`src/rtl/control_unit_pkg.sv`:
```
// Shared definitions for the control_unit sequencer: widths, opcodes,
// FSM state encodings, bus mux select codes and instruction field positions.
package control_unit_pkg;

    localparam int word_size  = 16;
    localparam int op_size    = 5;
    localparam int sel1_size  = 4;
    localparam int sel2_size  = 2;
    localparam int state_size = 4;

    localparam int op_msb  = 15;
    localparam int op_lsb  = 11;
    localparam int src_msb = 10;
    localparam int src_lsb = 8;
    localparam int dst_msb = 7;
    localparam int dst_lsb = 5;

    localparam logic [op_size-1:0] OP_NOP  = 5'd0;
    localparam logic [op_size-1:0] OP_ADD  = 5'd1;
    localparam logic [op_size-1:0] OP_SUB  = 5'd2;
    localparam logic [op_size-1:0] OP_AND  = 5'd3;
    localparam logic [op_size-1:0] OP_NOT  = 5'd4;
    localparam logic [op_size-1:0] OP_RD   = 5'd5;
    localparam logic [op_size-1:0] OP_WR   = 5'd6;
    localparam logic [op_size-1:0] OP_BR   = 5'd7;
    localparam logic [op_size-1:0] OP_BRZ  = 5'd8;
    localparam logic [op_size-1:0] OP_HALT = 5'd9;

    // bus_1 codes 0-7 select R0-R7 directly; 9-15 are never driven.
    localparam logic [sel1_size-1:0] BUS1_PC = 4'd8;

    localparam logic [sel2_size-1:0] BUS2_ALU  = 2'd0;
    localparam logic [sel2_size-1:0] BUS2_BUS1 = 2'd1;
    localparam logic [sel2_size-1:0] BUS2_MEM  = 2'd2;

    typedef enum logic [state_size-1:0] {
        S_idle = 4'd0,
        S_fet1 = 4'd1,
        S_fet2 = 4'd2,
        S_dec  = 4'd3,
        S_ex1  = 4'd4,
        S_rd1  = 4'd5,
        S_rd2  = 4'd6,
        S_wr1  = 4'd7,
        S_wr2  = 4'd8,
        S_br1  = 4'd9,
        S_br2  = 4'd10,
        S_halt = 4'd11
    } state_t;

    function automatic logic [sel1_size-1:0] reg_sel(input logic [2:0] idx);
        return {1'b0, idx};
    endfunction

endpackage

```
`src/rtl/control_unit_reg_load_decoder.sv`:
```
// Register-file load decoder: one-hot 3-to-8 decode of a register index,
// gated by an enable so at most one load_Rn is ever high.
module control_unit_reg_load_decoder (
    input  logic       en,
    input  logic [2:0] idx,
    output logic [7:0] load
);

    always_comb begin
        load = '0;
        if (en) begin
            load[idx] = 1'b1;
        end
    end

endmodule

```
`src/rtl/control_unit.sv`:
```
// Multi-cycle FSM sequencer producing the per-cycle control word for the
// processing_unit datapath, plus memory write strobe and halt/illegal status.
module control_unit
    import control_unit_pkg::*;
(
    input  logic                  clk,
    input  logic                  rst,
    input  logic [word_size-1:0]  instruction,
    input  logic                  Zflag,
    output logic                  load_R0,
    output logic                  load_R1,
    output logic                  load_R2,
    output logic                  load_R3,
    output logic                  load_R4,
    output logic                  load_R5,
    output logic                  load_R6,
    output logic                  load_R7,
    output logic                  load_PC,
    output logic                  inc_PC,
    output logic                  load_IR,
    output logic                  load_add_R,
    output logic                  load_reg_Y,
    output logic                  load_reg_Z,
    output logic [sel1_size-1:0]  sel_bus_1_MUX,
    output logic [sel2_size-1:0]  sel_bus_2_MUX,
    output logic                  write,
    output logic                  halted,
    output logic                  illegal_op,
    output logic [state_size-1:0] state_dbg
);

    state_t               state, next_state;
    logic [op_size-1:0]   opcode;
    logic [2:0]           src, dest;
    logic                 reg_load_en;
    logic                 set_illegal;
    logic [7:0]           reg_load;
    logic                 unused_bits;

    assign opcode      = instruction[op_msb:op_lsb];
    assign src         = instruction[src_msb:src_lsb];
    assign dest        = instruction[dst_msb:dst_lsb];
    assign unused_bits = ^instruction[dst_lsb-1:0];

    always_ff @(posedge clk or posedge rst) begin
        if (rst) begin
            state      <= S_idle;
            illegal_op <= 1'b0;
        end else begin
            state <= next_state;
            if (set_illegal) begin
                illegal_op <= 1'b1;
            end
        end
    end

    always_comb begin
        next_state    = state;
        load_PC       = 1'b0;
        inc_PC        = 1'b0;
        load_IR       = 1'b0;
        load_add_R    = 1'b0;
        load_reg_Y    = 1'b0;
        load_reg_Z    = 1'b0;
        sel_bus_1_MUX = '0;
        sel_bus_2_MUX = '0;
        write         = 1'b0;
        reg_load_en   = 1'b0;
        set_illegal   = 1'b0;
        case (state)
            S_idle: next_state = S_fet1;
            S_fet1: begin
                sel_bus_1_MUX = BUS1_PC;
                sel_bus_2_MUX = BUS2_BUS1;
                load_add_R    = 1'b1;
                next_state    = S_fet2;
            end
            S_fet2: begin
                sel_bus_2_MUX = BUS2_MEM;
                load_IR       = 1'b1;
                inc_PC        = 1'b1;
                next_state    = S_dec;
            end
            S_dec: begin
                case (opcode)
                    OP_NOP: next_state = S_fet1;
                    OP_ADD, OP_SUB, OP_AND: begin
                        sel_bus_1_MUX = reg_sel(src);
                        sel_bus_2_MUX = BUS2_BUS1;
                        load_reg_Y    = 1'b1;
                        next_state    = S_ex1;
                    end
                    OP_NOT: begin
                        sel_bus_1_MUX = reg_sel(src);
                        sel_bus_2_MUX = BUS2_ALU;
                        reg_load_en   = 1'b1;
                        load_reg_Z    = 1'b1;
                        next_state    = S_fet1;
                    end
                    OP_RD, OP_WR, OP_BR: begin
                        sel_bus_1_MUX = BUS1_PC;
                        sel_bus_2_MUX = BUS2_BUS1;
                        load_add_R    = 1'b1;
                        next_state    = (opcode == OP_RD) ? S_rd1 :
                                        (opcode == OP_WR) ? S_wr1 : S_br1;
                    end
                    OP_BRZ: begin
                        if (Zflag) begin
                            sel_bus_1_MUX = BUS1_PC;
                            sel_bus_2_MUX = BUS2_BUS1;
                            load_add_R    = 1'b1;
                            next_state    = S_br1;
                        end else begin
                            // Not taken: step PC past the branch target word.
                            inc_PC     = 1'b1;
                            next_state = S_fet1;
                        end
                    end
                    OP_HALT: next_state = S_halt;
                    default: begin
                        set_illegal = 1'b1;
                        next_state  = S_halt;
                    end
                endcase
            end
            S_ex1: begin
                sel_bus_1_MUX = reg_sel(dest);
                sel_bus_2_MUX = BUS2_ALU;
                reg_load_en   = 1'b1;
                load_reg_Z    = 1'b1;
                next_state    = S_fet1;
            end
            S_rd1, S_wr1: begin
                sel_bus_2_MUX = BUS2_MEM;
                load_add_R    = 1'b1;
                inc_PC        = 1'b1;
                next_state    = (state == S_rd1) ? S_rd2 : S_wr2;
            end
            S_rd2: begin
                sel_bus_2_MUX = BUS2_MEM;
                reg_load_en   = 1'b1;
                next_state    = S_fet1;
            end
            S_wr2: begin
                sel_bus_1_MUX = reg_sel(src);
                write         = 1'b1;
                next_state    = S_fet1;
            end
            S_br1: begin
                sel_bus_2_MUX = BUS2_MEM;
                load_add_R    = 1'b1;
                next_state    = S_br2;
            end
            S_br2: begin
                sel_bus_2_MUX = BUS2_MEM;
                load_PC       = 1'b1;
                next_state    = S_fet1;
            end
            S_halt: next_state = S_halt;
            default: next_state = S_idle;
        endcase
    end

    control_unit_reg_load_decoder u_reg_load_decoder (
        .en   (reg_load_en),
        .idx  (dest),
        .load (reg_load)
    );

    assign {load_R7, load_R6, load_R5, load_R4,
            load_R3, load_R2, load_R1, load_R0} = reg_load;

    assign halted    = (state == S_halt);
    assign state_dbg = state;

endmodule

```
`config.mk`:
```
export PLATFORM = sky130hd
export DESIGN_NAME = control_unit
export DESIGN_NICKNAME = d
export VERILOG_FILES = /design/src/rtl/control_unit_pkg.sv /design/src/rtl/control_unit_reg_load_decoder.sv /design/src/rtl/control_unit.sv
export SDC_FILE = /design/constraint.sdc
export NUM_CORES = 1
export LEC_CHECK = 0
export BUFFER_PORTS_ARGS = -buffer_cell sky130_fd_sc_hd__buf_4
export CAP_MARGIN = 5
export CORE_UTILIZATION = 43
export CTS_CLUSTER_DIAMETER = 120
export DETAILED_ROUTE_END_ITERATION = 10
export PLACE_DENSITY_LB_ADDON = 0.1
export SKIP_LAST_GASP = 1
export SLEW_MARGIN = 5
export SYNTH_ARGS = -nofsm -noshare
export SYNTH_HDL_FRONTEND = slang
export SYNTH_SLANG_ARGS = --single-unit
export TNS_END_PERCENT = 5
```
`constraint.sdc`:
```
create_clock -name clk -period 2 [get_ports clk]
set_input_delay 0.1 -clock clk [delete_from_list [all_inputs] [get_ports clk]]
set_output_delay 0.1 -clock clk [all_outputs]
set_load 0.01 [all_outputs]
```
* After elaboration in Yosys (flattened, before gate mapping)
Cells that the tools add are included.
** Word-level totals
- Bits of input ports :: 19
- Output and inout port bits :: 27
- Bits in registers :: 5
- Word-level logic and storage cells :: 70
** Operators by class
- Reduce and logical (&&, ||, !) cells :: 15
- Muxes and demuxes :: 31
- Eq/ne operators :: 20
- Magnitude comparators :: 2
** Operator list (number)
- case mux 4 bit (4 select lines) :: 2
- case mux 4 bit (7 select lines) :: 1
- equality test 5 x 3 -> 1 bit, second input constant :: 4
- 2-to-1 mux 4 bit :: 5
- equality test 4 x 3 -> 1 bit, second input constant :: 4
- equality test 4 bit, second input constant :: 4
- 2-to-1 mux 1 bit :: 13
- case mux 1 bit (2 select lines) :: 6
- case mux 4 bit (3 select lines) :: 1
- OR reduction 6 bit :: 2
- equality test 5 x 2 -> 1 bit, second input constant :: 2
- equality test 5 x 4 -> 1 bit, second input constant :: 2
- OR reduction 10 bit :: 1
- OR reduction 3 bit :: 3
- equality test 4 x 2 -> 1 bit, second input constant :: 2
- 2-to-1 mux 8 bit :: 1
- OR reduction 4 bit :: 2
- case mux 2 bit (3 select lines) :: 1
- OR reduction 2 bit :: 3
- equality test 5 x 1 -> 1 bit, second input constant :: 1
- zero test 5 bit :: 1
- OR reduction 5 bit :: 1
- equality test 4 x 1 -> 1 bit, second input constant :: 1
- zero test 4 bit :: 1
- other kinds (4) :: 4

* Longest topological paths before layout
- Depth in word-level cells :: 5
- Gate-level depth with buffers :: 5

* By module
A second synthesis with hierarchy kept.
** Second synthesis, totals
- Cells, all modules :: 97
- Area total of the unflattened synthesis :: 695.7 um2
** Modules (own cells, without submodules)
- control_unit :: cells an instance 89, times used 1, area each 600.6 um2
- control_unit_reg_load_decoder :: cells an instance 8, times used 1, area each 95.1 um2

* Least setup slack after synthesis
OpenSTA, ideal clock, no wires.
- Path kind :: register -> output
- Start point :: register state[3] (netlist: state_dbg[3])
- End point :: output load_R0
- Arrival :: 1.395 ns
- Path buffers :: 1
- Cell stages (with the launch flop) :: 6
- Slack :: 0.505 ns
- Data required time :: 1.900 ns
- Path through :: dfrtp_1 -> clkbuf_1 -> and4bb_1 -> a41o_1 -> nand2b_1 -> nor3_1
** Between the ends
- Cells in the longest elaborated chain, start to end :: 4
** Ends and longest elaborated chain
- from (decl) :: line control_unit.sv:32 : state_t state, next_state;
- from (signal assigned) :: line control_unit.sv:47 : state <= S_idle;
- from (signal assigned) :: line control_unit.sv:50 : state <= next_state;
- equality test 4 x 3 -> 1 bit :: line control_unit.sv:70 : case (state)
- OR reduction 2 bit (no source line)
- case mux 1 bit (2 select lines) * :: line control_unit.sv:70
- 2-to-1 mux 8 bit * :: line control_unit_reg_load_decoder.sv:11 : if (en) begin
- to (decl) :: line control_unit.sv:10 : output logic load_R0,
Mark *: on every way between the ends. The rest lies on a longest branch, timed or not.

* Final worst setup path
- Start point :: register state[2] (netlist: state_dbg[2])
- End point :: output sel_bus_1_MUX[1]
** Between the ends
- Cells in the longest elaborated chain, start to end :: 2
** Ends and longest elaborated chain
- equality test 4 bit (tied with other cells) :: line control_unit.sv:70
- case mux 4 bit (4 select lines) * :: line control_unit.sv:70
- to (decl) :: line control_unit.sv:24 : output logic [sel1_size-1:0] sel_bus_1_MUX,
Marked as above.

==> impl_results.md <==
- Status: finished, final reports clean
- Final setup viols: 0
- Via/cell ratio: about 6.0
- Largest family of logic cells by synthesized area: simple AND/OR/NAND/NOR gates
- Top-count cell post-synth: nor2_1
- DR vias: 969
- YS warnings: 0
- Residual DRC: 0
- Worst slew margin: 0.750
- Cells after Synth: 100
- Largest area contributor in the netlist: dfrtp_1
- I/O pin count: 46
- Global-route usage over all layers: 0.267
- Slew Viols, Final: 0
- Initial Utilization: 0.489
- Main synth FF type: dfrtp_1
- Hold violation count in the final report: 0
- Mux share of post-synthesis cell area: 0
- Clock transition at the registers of the reported paths: 60 ps
- Ratio of final minimum period to clock period: 0.904
- RSZ-0062 raised after global routing: no
- Routed Antenna Nets: 0
- Cell breakdown of the critical path: buf_4, inv_1, nor2_1, a22o_1, a22o_1, buf_4
- Top cell type's share of synthesized area: 0.187
- Max cap viols: 0
- Yosys reg bits: 5
- Top area cells in the synthesized netlist: dfrtp_1 (19%), nor2_1 (8.4%), a22o_1 (7.9%), nand2_1 (6.2%), o21ai_0 (6.0%)
- First-pass GRT wire length: 3610 um
- Startpoint Class: flop
- Die X: 41.4 um
- H-Tree Depth: 1
- Setup CP Type: reg -> out
- Cells after DPL: 152
- Worst-Skew Late Latency: 260 ps
- Post-Synth Simple-Gate Area: 0.391
- Post-Route WL: between 2000 and 2500 um
- Num CTS Buffers: 3
- Maximum fanout along the worst path: 8
- Vias in the first global route: 800
- CP bufs+invs: 3
- Final setup TNS: 0 ps
- Max incr delay on CP: 440 ps
- # diodes: 0
- Post-synthesis compound-gate area fraction: 0.330
- Layout Skew: roughly 11 ps
- Ys async rst share: 1.00
- Finished Layout Cells: 161
- Overall Power: 0.00108 W
- CTS tree: built
- Post-synth EDFFs: 0
- DR pass1 iterations: 4
- Area grow syn2layout: 57.7%
- Fmax: 553 MHz
- Grt ovf: 0
- Clk Tree Root Cell: clkbuf_4
- Syn_area_per_cell: about 6.7 um^2
- Die area: 0.00172 mm^2
- Post-synthesis adder-cell area fraction: 0
- Slowest cell on crit path: dfrtp_2
- Port bufs: 40
- Post-DR wirelength/cell: approximately 14 um
- Final RePlAce weighted congestion: 0.903
- CTS Buffer Depth: 2
- # rows: 13
- Fin Hold WS: ~160 ps
- Static leakage: between 0.5 and 0.6 nW
- Tmin final: 1810 ps
- Syn Std Cell Area: 668 um^2
- Largest net degree at the start of global routing: 17
- CTS Sinks: 5
- Core area: approximately 0.0014 mm^2
- CP delay by family, top: buffers and inverters
- Fill count: 112
- Final Cell Area: between 0.001 and 0.0015 mm^2
- WP data arrival: around 1700 ps
- Initial antenna violation count: 0
- Placed cell areas: 983 um^2
- Worst slew pin tran: around 370 ps
- Chip Height: 41.4 um
- Synth top cells by count: nor2_1 (15), nand2_1 (11), o21ai_0 (8), inv_1 (7)
- Synth Area in XOR/XNOR: 0.0131
- Crit. End Element: output pin
- Initial DRC count: 32
- Peak VDD IR: roughly 0.75 mV
- Syn Nets: between 100 and 150
- Pwr dens: 1030 mW/mm^2
- Post-synth cell types: 32
- Seq/Total Area, Yosys: 0.187
- DPL Wire Length: 1650 um
- Hold crit path type: in -> reg
- CP required: ~1900 ps
- Nets@finish: 166
- Share of cells above drive strength 1: 0.404
## worst min-delay path: stages
cell and delay [ps]:
buf_4 120, o21ai_0 90, nand2b_1 70
## path summary, 6_finish.rpt
check / from / end / slack [ps] / depth (start not counted)
setup / recovery: state_dbg[2]$_DFF_PP0_ / sel_bus_1_MUX[1] / 190 / 6
hold / removal: instruction[15] / illegal_op$_DFFE_PP0P_ / 160 / 3
hold reg to reg: illegal_op$_DFFE_PP0P_ / illegal_op$_DFFE_PP0P_ / 480 / 1
min in group asynchronous: rst / state_dbg[1]$_DFF_PP0_ / 310 / 3
max in group asynchronous: rst / state_dbg[3]$_DFF_PP0_ / 1470 / 3
setup reg to reg: state_dbg[2]$_DFF_PP0_ / state_dbg[3]$_DFF_PP0_ / 610 / 4
## per-stage QoR
stage / utilization / setup WS, ps
after CTS: 0.747 / 55.6
after global placement: 0.720 / 398
after detailed placement: 0.720 / 356
after floorplan: - / 505
final: 0.771 / 192
after global routing: 0.771 / 8.93
## cell usage in the layout (no fill, tap or decap), types with 3 or more instances in the layout
master and count:
buf_4 47, nor3_1 6, nor2_1 15, a21oi_1 4, clkbuf_4 3, nand2b_1 5, nand2_1 11, dfrtp_1 3
a22o_1 6, inv_1 7, o21ai_0 8
## flip-flops by register name, summed over array words and instances (netlist names)
signal	flops
illegal_op	1
state_dbg	4
## what timing repair did
action	in CTS	in global routing
setup endpoints to repair	0	3
hold buffers	1	0
gates resized for setup	0	3
buffers inserted	0	4
hold endpoints to repair	5	0
## routing by layer
metal / global-route usage / share of wire / wire (um) / vias to the layer above
li1: - / - / - / 459
met1: 0.356 / 0.42 / 942 / 439
met2: 0.416 / 0.49 / 1100 / 69
met3: 0.0391 / 0.087 / 196 / 2
met4: 0.135 / 0.0066 / 15 / 0
met5: 0 / 0 / 0 / -
## kinds of logic (layout without fill, tap and decap cells)
| logic type | after synthesis | count (layout) |
|---|---|---|
| buffers and inverters | 13 | 59 |
| xor gates and xnor gates | 1 | 1 |
| AOI/OAI and AO/OA | 31 | 31 |
| and+or+nand+nor | 50 | 50 |
| DFF | 5 | 5 |
## cell type report
cell class                      count  area (um^2)  area share
Sequential cell                     5          128       0.121
Inverter                            7         26.3      0.0249
Clock buffer                        3         22.5      0.0214
Clock inverter                      1         5.00     0.00475
Timing Repair Buffer               48          363       0.344
Tap cell                           15         18.8      0.0178
Multi-Input combinational cell     82          490       0.466
## report_power, final
group	internal [W]	switching (W)
Sequential	0.000136	0.0000464
Combinational	0.000362	0.000413
Clock	0.0000731	0.0000538
Total	0.000571	0.000514
No activity file was read; power rests on OpenSTA's default activity.
